## src/rtl/iter_sched_pkg.sv

```systemverilog
// Shared types and elaboration-time helpers for the iterative-IK period sequencer.
// Provides the FSM state encoding, the minimum count-width helper and the parameter check.
package iter_sched_pkg;

    typedef enum logic [1:0] {
        IDLE  = 2'd0,
        RUN   = 2'd1,
        DRAIN = 2'd2
    } state_t;

    function automatic int min_cnt_w(input int period);
        return (period <= 2) ? 1 : $clog2(period);
    endfunction

endpackage

`define ITER_SCHED_PARAM_CHECK(period, cnt_w, n_ch) \
    if (!((period) >= 2 && (cnt_w) >= iter_sched_pkg::min_cnt_w(period) && (n_ch) >= 1)) begin : g_param_illegal \
        $error("iter_sched: illegal parameter set"); \
    end

```

## src/rtl/iter_sched_phase_strobe.sv

```systemverilog
// One programmable phase strobe: latches its offset on start and emits a registered,
// en-gated pulse in the en-cycle after the running count matches that offset.
module phase_strobe #(
    parameter int CNT_W = 8
) (
    input  logic             clk,
    input  logic             rst,
    input  logic             load,
    input  logic             en,
    input  logic             active,
    input  logic [CNT_W-1:0] offset,
    input  logic [CNT_W-1:0] count,
    output logic             pulse
);

    logic [CNT_W-1:0] offset_q;

    // NOTE: state uses non-blocking assignments so every register samples pre-edge values.
    always_ff @(posedge clk or posedge rst) begin
        if (rst) begin
            offset_q <= '0;
            pulse    <= 1'b0;
        end else begin
            if (load)
                offset_q <= offset;
            // Comparison is gated by active so the idle count of 0 never fires offset 0.
            if (en)
                pulse <= active && (count == offset_q);
        end
    end

endmodule

```

## src/rtl/iter_sched.sv

```systemverilog
// Period sequencer: start/stop FSM, modulo-PERIOD phase counter, completed-period counter
// and N_CH phase-strobe channels that drive the datapath restart pulses.
module iter_sched
    import iter_sched_pkg::*;
#(
    parameter int PERIOD = 91,
    parameter int CNT_W  = 8,
    parameter int N_CH   = 4,
    parameter int ITER_W = 16
) (
    input  logic                       clk,
    input  logic                       rst,
    input  logic                       en,
    input  logic                       start,
    input  logic                       stop,
    input  logic                       mode,
    input  logic [N_CH-1:0][CNT_W-1:0] ch_offset,
    output logic [CNT_W-1:0]           count,
    output logic                       busy,
    output logic [N_CH-1:0]            ch_pulse,
    output logic                       period_done,
    output logic [ITER_W-1:0]          iter_cnt
);

    `ITER_SCHED_PARAM_CHECK(PERIOD, CNT_W, N_CH)

    state_t              state, state_next;
    logic                mode_q;
    logic                accept, active, wrap;
    logic [CNT_W-1:0]    count_next;
    logic [ITER_W-1:0]   iter_next;
    logic                done_next, busy_next;

    assign active = (state != IDLE);
    assign accept = (state == IDLE) && start;
    assign wrap   = (count == CNT_W'(PERIOD - 1));

    always_ff @(posedge clk or posedge rst) begin
        if (rst)
            state <= IDLE;
        else
            state <= state_next;
    end

    // NOTE: each combinational block assigns defaults first so no path can infer a latch.
    always_comb begin
        state_next = state;
        case (state)
            IDLE:
                if (start)
                    state_next = RUN;
            RUN:
                if (en) begin
                    if (wrap)
                        state_next = (mode_q && !stop) ? RUN : IDLE;
                    else if (stop)
                        state_next = DRAIN;
                end
            DRAIN:
                if (en && wrap)
                    state_next = IDLE;
            default:
                state_next = IDLE;
        endcase
    end

    always_comb begin
        count_next = count;
        iter_next  = iter_cnt;
        done_next  = period_done;
        busy_next  = (state_next != IDLE);
        if (accept) begin
            count_next = '0;
            iter_next  = '0;
        end else if (active && en) begin
            count_next = wrap ? '0 : count + CNT_W'(1);
            if (wrap)
                iter_next = iter_cnt + ITER_W'(1);
        end
        // period_done only moves on en-cycles so it stretches across stalls.
        if (en)
            done_next = active && wrap;
    end

    always_ff @(posedge clk or posedge rst) begin
        if (rst) begin
            count       <= '0;
            iter_cnt    <= '0;
            period_done <= 1'b0;
            busy        <= 1'b0;
            mode_q      <= 1'b0;
        end else begin
            count       <= count_next;
            iter_cnt    <= iter_next;
            period_done <= done_next;
            busy        <= busy_next;
            if (accept)
                mode_q <= mode;
        end
    end

    for (genvar i = 0; i < N_CH; i++) begin : g_ch
        phase_strobe #(
            .CNT_W(CNT_W)
        ) u_strobe (
            .clk   (clk),
            .rst   (rst),
            .load  (accept),
            .en    (en),
            .active(active),
            .offset(ch_offset[i]),
            .count (count),
            .pulse (ch_pulse[i])
        );
    end

endmodule

```

## config.mk

```make
export PLATFORM = sky130hd
export DESIGN_NAME = iter_sched
export DESIGN_NICKNAME = d
export VERILOG_FILES = /design/src/rtl/iter_sched_pkg.sv /design/src/rtl/iter_sched_phase_strobe.sv /design/src/rtl/iter_sched.sv
export SDC_FILE = /design/constraint.sdc
export NUM_CORES = 1
export LEC_CHECK = 0
export CAP_MARGIN = 30
export CORE_ASPECT_RATIO = 0.5
export CORE_MARGIN = 3
export CORE_UTILIZATION = 51
export CTS_CLUSTER_DIAMETER = 150
export DETAILED_ROUTE_END_ITERATION = 16
export GPL_TIMING_DRIVEN = 0
export PLACE_DENSITY_LB_ADDON = 0.12
export SLEW_MARGIN = 0
export SYNTH_ARGS = -nofsm -noshare
export SYNTH_HDL_FRONTEND = slang
export SYNTH_SLANG_ARGS = --single-unit
```

## constraint.sdc

```tcl
create_clock -name clk -period 2.85 [get_ports clk]
set_clock_uncertainty 0.2 [all_clocks]
set_input_delay 0.57 -clock clk [delete_from_list [all_inputs] [get_ports clk]]
set_output_delay 0.57 -clock clk [all_outputs]
set_load 0.005 [all_outputs]
```

==> metrics.md <==
| Metric | Value |
|---|---|
| Outcome | finished, final reports clean |
| Vert. Die Dim | 63.0 um |
| # fillers | roughly 500 |
| Predominant post-synthesis flop cell | dfrtp_1 |
| Total power draw | about 3.5 mW |
| Root buffer cell | clkbuf_16 |
| Setup violators final | 0 |
| Worst-case setup slack after placement | -0.194 ns |
| Crit path capture type | register |
| First-pass GRT wire length | approximately 14000 um |
| Grt total ovfl | 0 |
| Placed insts | 518 |
| DP HPWL | 5910 um |
| Max stage delay on crit path | 0.68 ns |
| NumNets Final | about 480 |
| Peak supply drop | 0.000421 V |
| Placement row count | 20 |
| Slew Limit Headroom | 55.3% |
| Logic depth of the worst setup path including buffers | 7 |
| Number of warning messages in the yosys log | 0 |
| Total count of hold-check failures in the final report | 0 |
| Worst-Margin Slew | 0.665 ns |
| Initial standard-cell utilization of the core | 53.6% |
| Hold Crit Start | g_ch[0].u_strobe.offset_q[2] |
| Synth Instances | roughly 360 |
| TritonCTS sink count | 65 |
| CTS H-tree lvls | 3 |
| Vias in the first global route | approximately 2900 |
| Final wirelength | just over 8000 um |
| Crit Path Category | reg -> reg |
| TritonCTS clock tree | done |
| Post-synth cell types | 48 |
| Worst reg2reg path startpoint | count[0] |
| Average detailed-routed wire length per instance | around 15 um |
| Fin util | 70.9% |
| Highest attainable clock frequency | roughly 380 MHz |
| Fin crit period | around 2.6 ns |
| Leakage | 1.98 nW |
| Post-synthesis instance area | roughly 3300 sq um |
| Pin count of the biggest net entering global routing | 45 |
| Cell depth of the worst hold path | 2 |
| Detailed router's first-iteration violation count | ~160 |
| DR vias/cell | roughly 5.3 |
| Critical path arrival | between 2 and 3 ns |
| Initial antenna violation count | 0 |
| Post-synth EDFFs | 0 |
| Final count of pins violating max slew | 0 |
| Bufs and invs on worst path | 2 |
| Setup crit start kind | register |
| Final critical-path share of the clock period | 92.9% |
| Cts bufs inserted | 9 |
| Worst setup slack after layout | just over 0.2 ns |
| Non-filler cells, final | around 530 |
| DR pass1 iterations | 5 |
| Buffer depth of the longest clock path | 2 |
| Synthesized area per cell | a little over 9 sq um |
| Gate family responsible for the most delay along the worst path | simple AND/OR/NAND/NOR gates |
| Top Ports | 68 |
| Area delta synth->final | 32.2% |
| Remaining number of nets flagged by the antenna check after routing | 0 |
| Net Count, Synth | roughly 400 |
| Sequential-to-total area share from yosys stat | around 49% |
| Die span in x | roughly 120 um |
| Routability Congestion | roughly 0.85 |
| Setup repair after global routing missed its margin | false |
| Core Footprint | slightly above 6000 sq um |
| Post-CTS setup-driven buffer insertion count | 0 |
| Diode insertion count for antenna repair | 0 |
| Share of flip-flops with an asynchronous set or reset | 100% |
| Flip-flop and latch count after synthesis | 65 |
| Tot GR Track Use | 24.0% |
| Die outline area | 7560 sq um |
| CP required | ~2.9 ns |
| Power Dens Cells | approximately 810 nW/um^2 |
| Clock-pin slew on the worst setup and hold paths | ~0.050 ns |
| Clock insertion delay at the later pin of the skew report | around 0.33 ns |
| DRC errors left | 0 |
| Max Cap Violations | 0 |
| Critical Path Slowest Stage Cell | nor4_4 |
| Buffers on Ports | 67 |
| DR vias | about 2800 |
| Share of post-route cells with drive strength above 1 | under 10% |
| Chain of cells forming the critical path | clkbuf_1, inv_1, ha_1, nand4b_1, nor4_4, a31oi_1, a41o_1 |
| Worst setup startpoint | count[0] |
| Max FO, Critical Path | 9 |
| Path class of the lowest-slack min-delay path | reg -> reg |
| R2R cell count | 7 |
==> layout make-up <==
class / count / area, sq um / share of cell area, %
flip-flops and latches: 65 / 1630 / 37.1
multi-input cells: 260 / 1500 / 34.3
repair buffers: 68 / 691 / 15.8
clock buffers: 14 / 264 / 6.03
plain buffers: 27 / 150 / 3.43
well taps: 88 / 110 / 2.51
inverters: 10 / 37.5 / 0.857
==> tightest hold or removal path: cells and delay by family, from the launching register on <==
family,cells,cell delay [ns]
AND/OR/NAND/NOR,2,0.10
flip-flops,1,0.35
==> per-layer routing <==
| layer | GRT usage, % | up-vias | wire [um] | share of wire, % |
|---|---|---|---|---|
| met5 | 0 | - | 0 | 0 |
| met1 | 30.0 | 1369 | 3500 | 42 |
| met3 | 7.50 | 12 | 501 | 6.1 |
| met2 | 40.3 | 80 | 4130 | 50 |
| li1 | - | 1363 | - | - |
| met4 | 7.13 | 0 | 104 | 1.3 |
==> stage by stage <==
step / area (sq um) / setup TNS [ns] / hold slack (ns)
final: 4380 / 0 / 0.292
after global routing: 4380 / 0 / 0.318
after CTS: 4380 / 0 / 0.297
after global placement: 4090 / -45.11 / 0.280
after detailed placement: 4110 / -3.62 / 0.283
after floorplan: 3310 / 0 / 0.238
==> report_power, final <==
group / internal [mW] / switching, mW / leakage [nW]
logic: 0.533 / 0.634 / 1.01
registers: 1.20 / 0.192 / 0.846
clock network: 0.626 / 0.363 / 0.129
total: 2.36 / 1.19 / 1.98
==> final timing paths <==
path	endpoint	slack, ns
worst min-delay path	g_ch[0].u_strobe.offset_q[2]	0.29
worst max register to register	iter_cnt[7]	0.20
min in group asynchronous	iter_cnt[5]	0.39
worst max-delay path	iter_cnt[7]	0.20
worst min register to register	g_ch[0].u_strobe.offset_q[2]	0.29
max in group asynchronous	g_ch[3].u_strobe.offset_q[6]	1.45
==> synthesized netlist by cell type, drive strengths merged (5+ instances only) <==
library cell / number / area share, %
nor2: 13 / 1.5
nand4: 15 / 2.8
o32ai: 5 / 1.3
mux2i: 5 / 1.5
nand2: 121 / 14
xnor2: 35 / 9.3
buf: 12 / 2.8
dfrtp: 65 / 49
clkbuf: 15 / 1.7
inv: 10 / 1.1
a21oi: 8 / 1.2
o21ai: 5 / 0.76
==> logic make-up after synthesis <==
family / Yosys count / share of synthesized area (%)
AND/OR/NAND/NOR: 175 / 24.2
flip-flops: 65 / 49.1
AO/OA/AOI/OAI: 41 / 8.91
buffers and inverters: 37 / 5.63
XOR/XNOR: 36 / 9.52
multiplexers: 5 / 1.51
adder cells (fa/ha/maj): 3 / 1.13
==> placed cells by master (no fill, tap or decap), drive strengths merged, types with 2 or more instances in the layout <==
master / instances
nor4: 3
a41o: 4
o32ai: 5
clkdlybuf4s50: 67
and3: 2
nor2b: 2
clkbuf: 29
o31ai: 2
xnor2: 35
nand4: 15
and4: 2
o211ai: 2
nor3: 2
inv: 10
nand3: 4
nand2: 121
and2: 2
mux2i: 5
buf: 13
ha: 3
a21oi: 8
nor2: 13
or3b: 2
a31o: 3
nand2b: 2
dfrtp: 65
a31oi: 4
o21ai: 5
==> what timing repair did <==
item | CTS | global route
endpoints found under the setup margin | 0 | 12
resized for setup | 0 | 2
hold buffers | 0 | 0
==> flip-flops by register name (all words and copies together) (netlist names) <==
name and count:
count 8, busy 1, g_ch.u_strobe.pulse 4, g_ch.u_strobe.offset_q 32, iter_cnt 16, state 2, mode_q 1, period_done 1
Power figures use the tool's default switching activity.
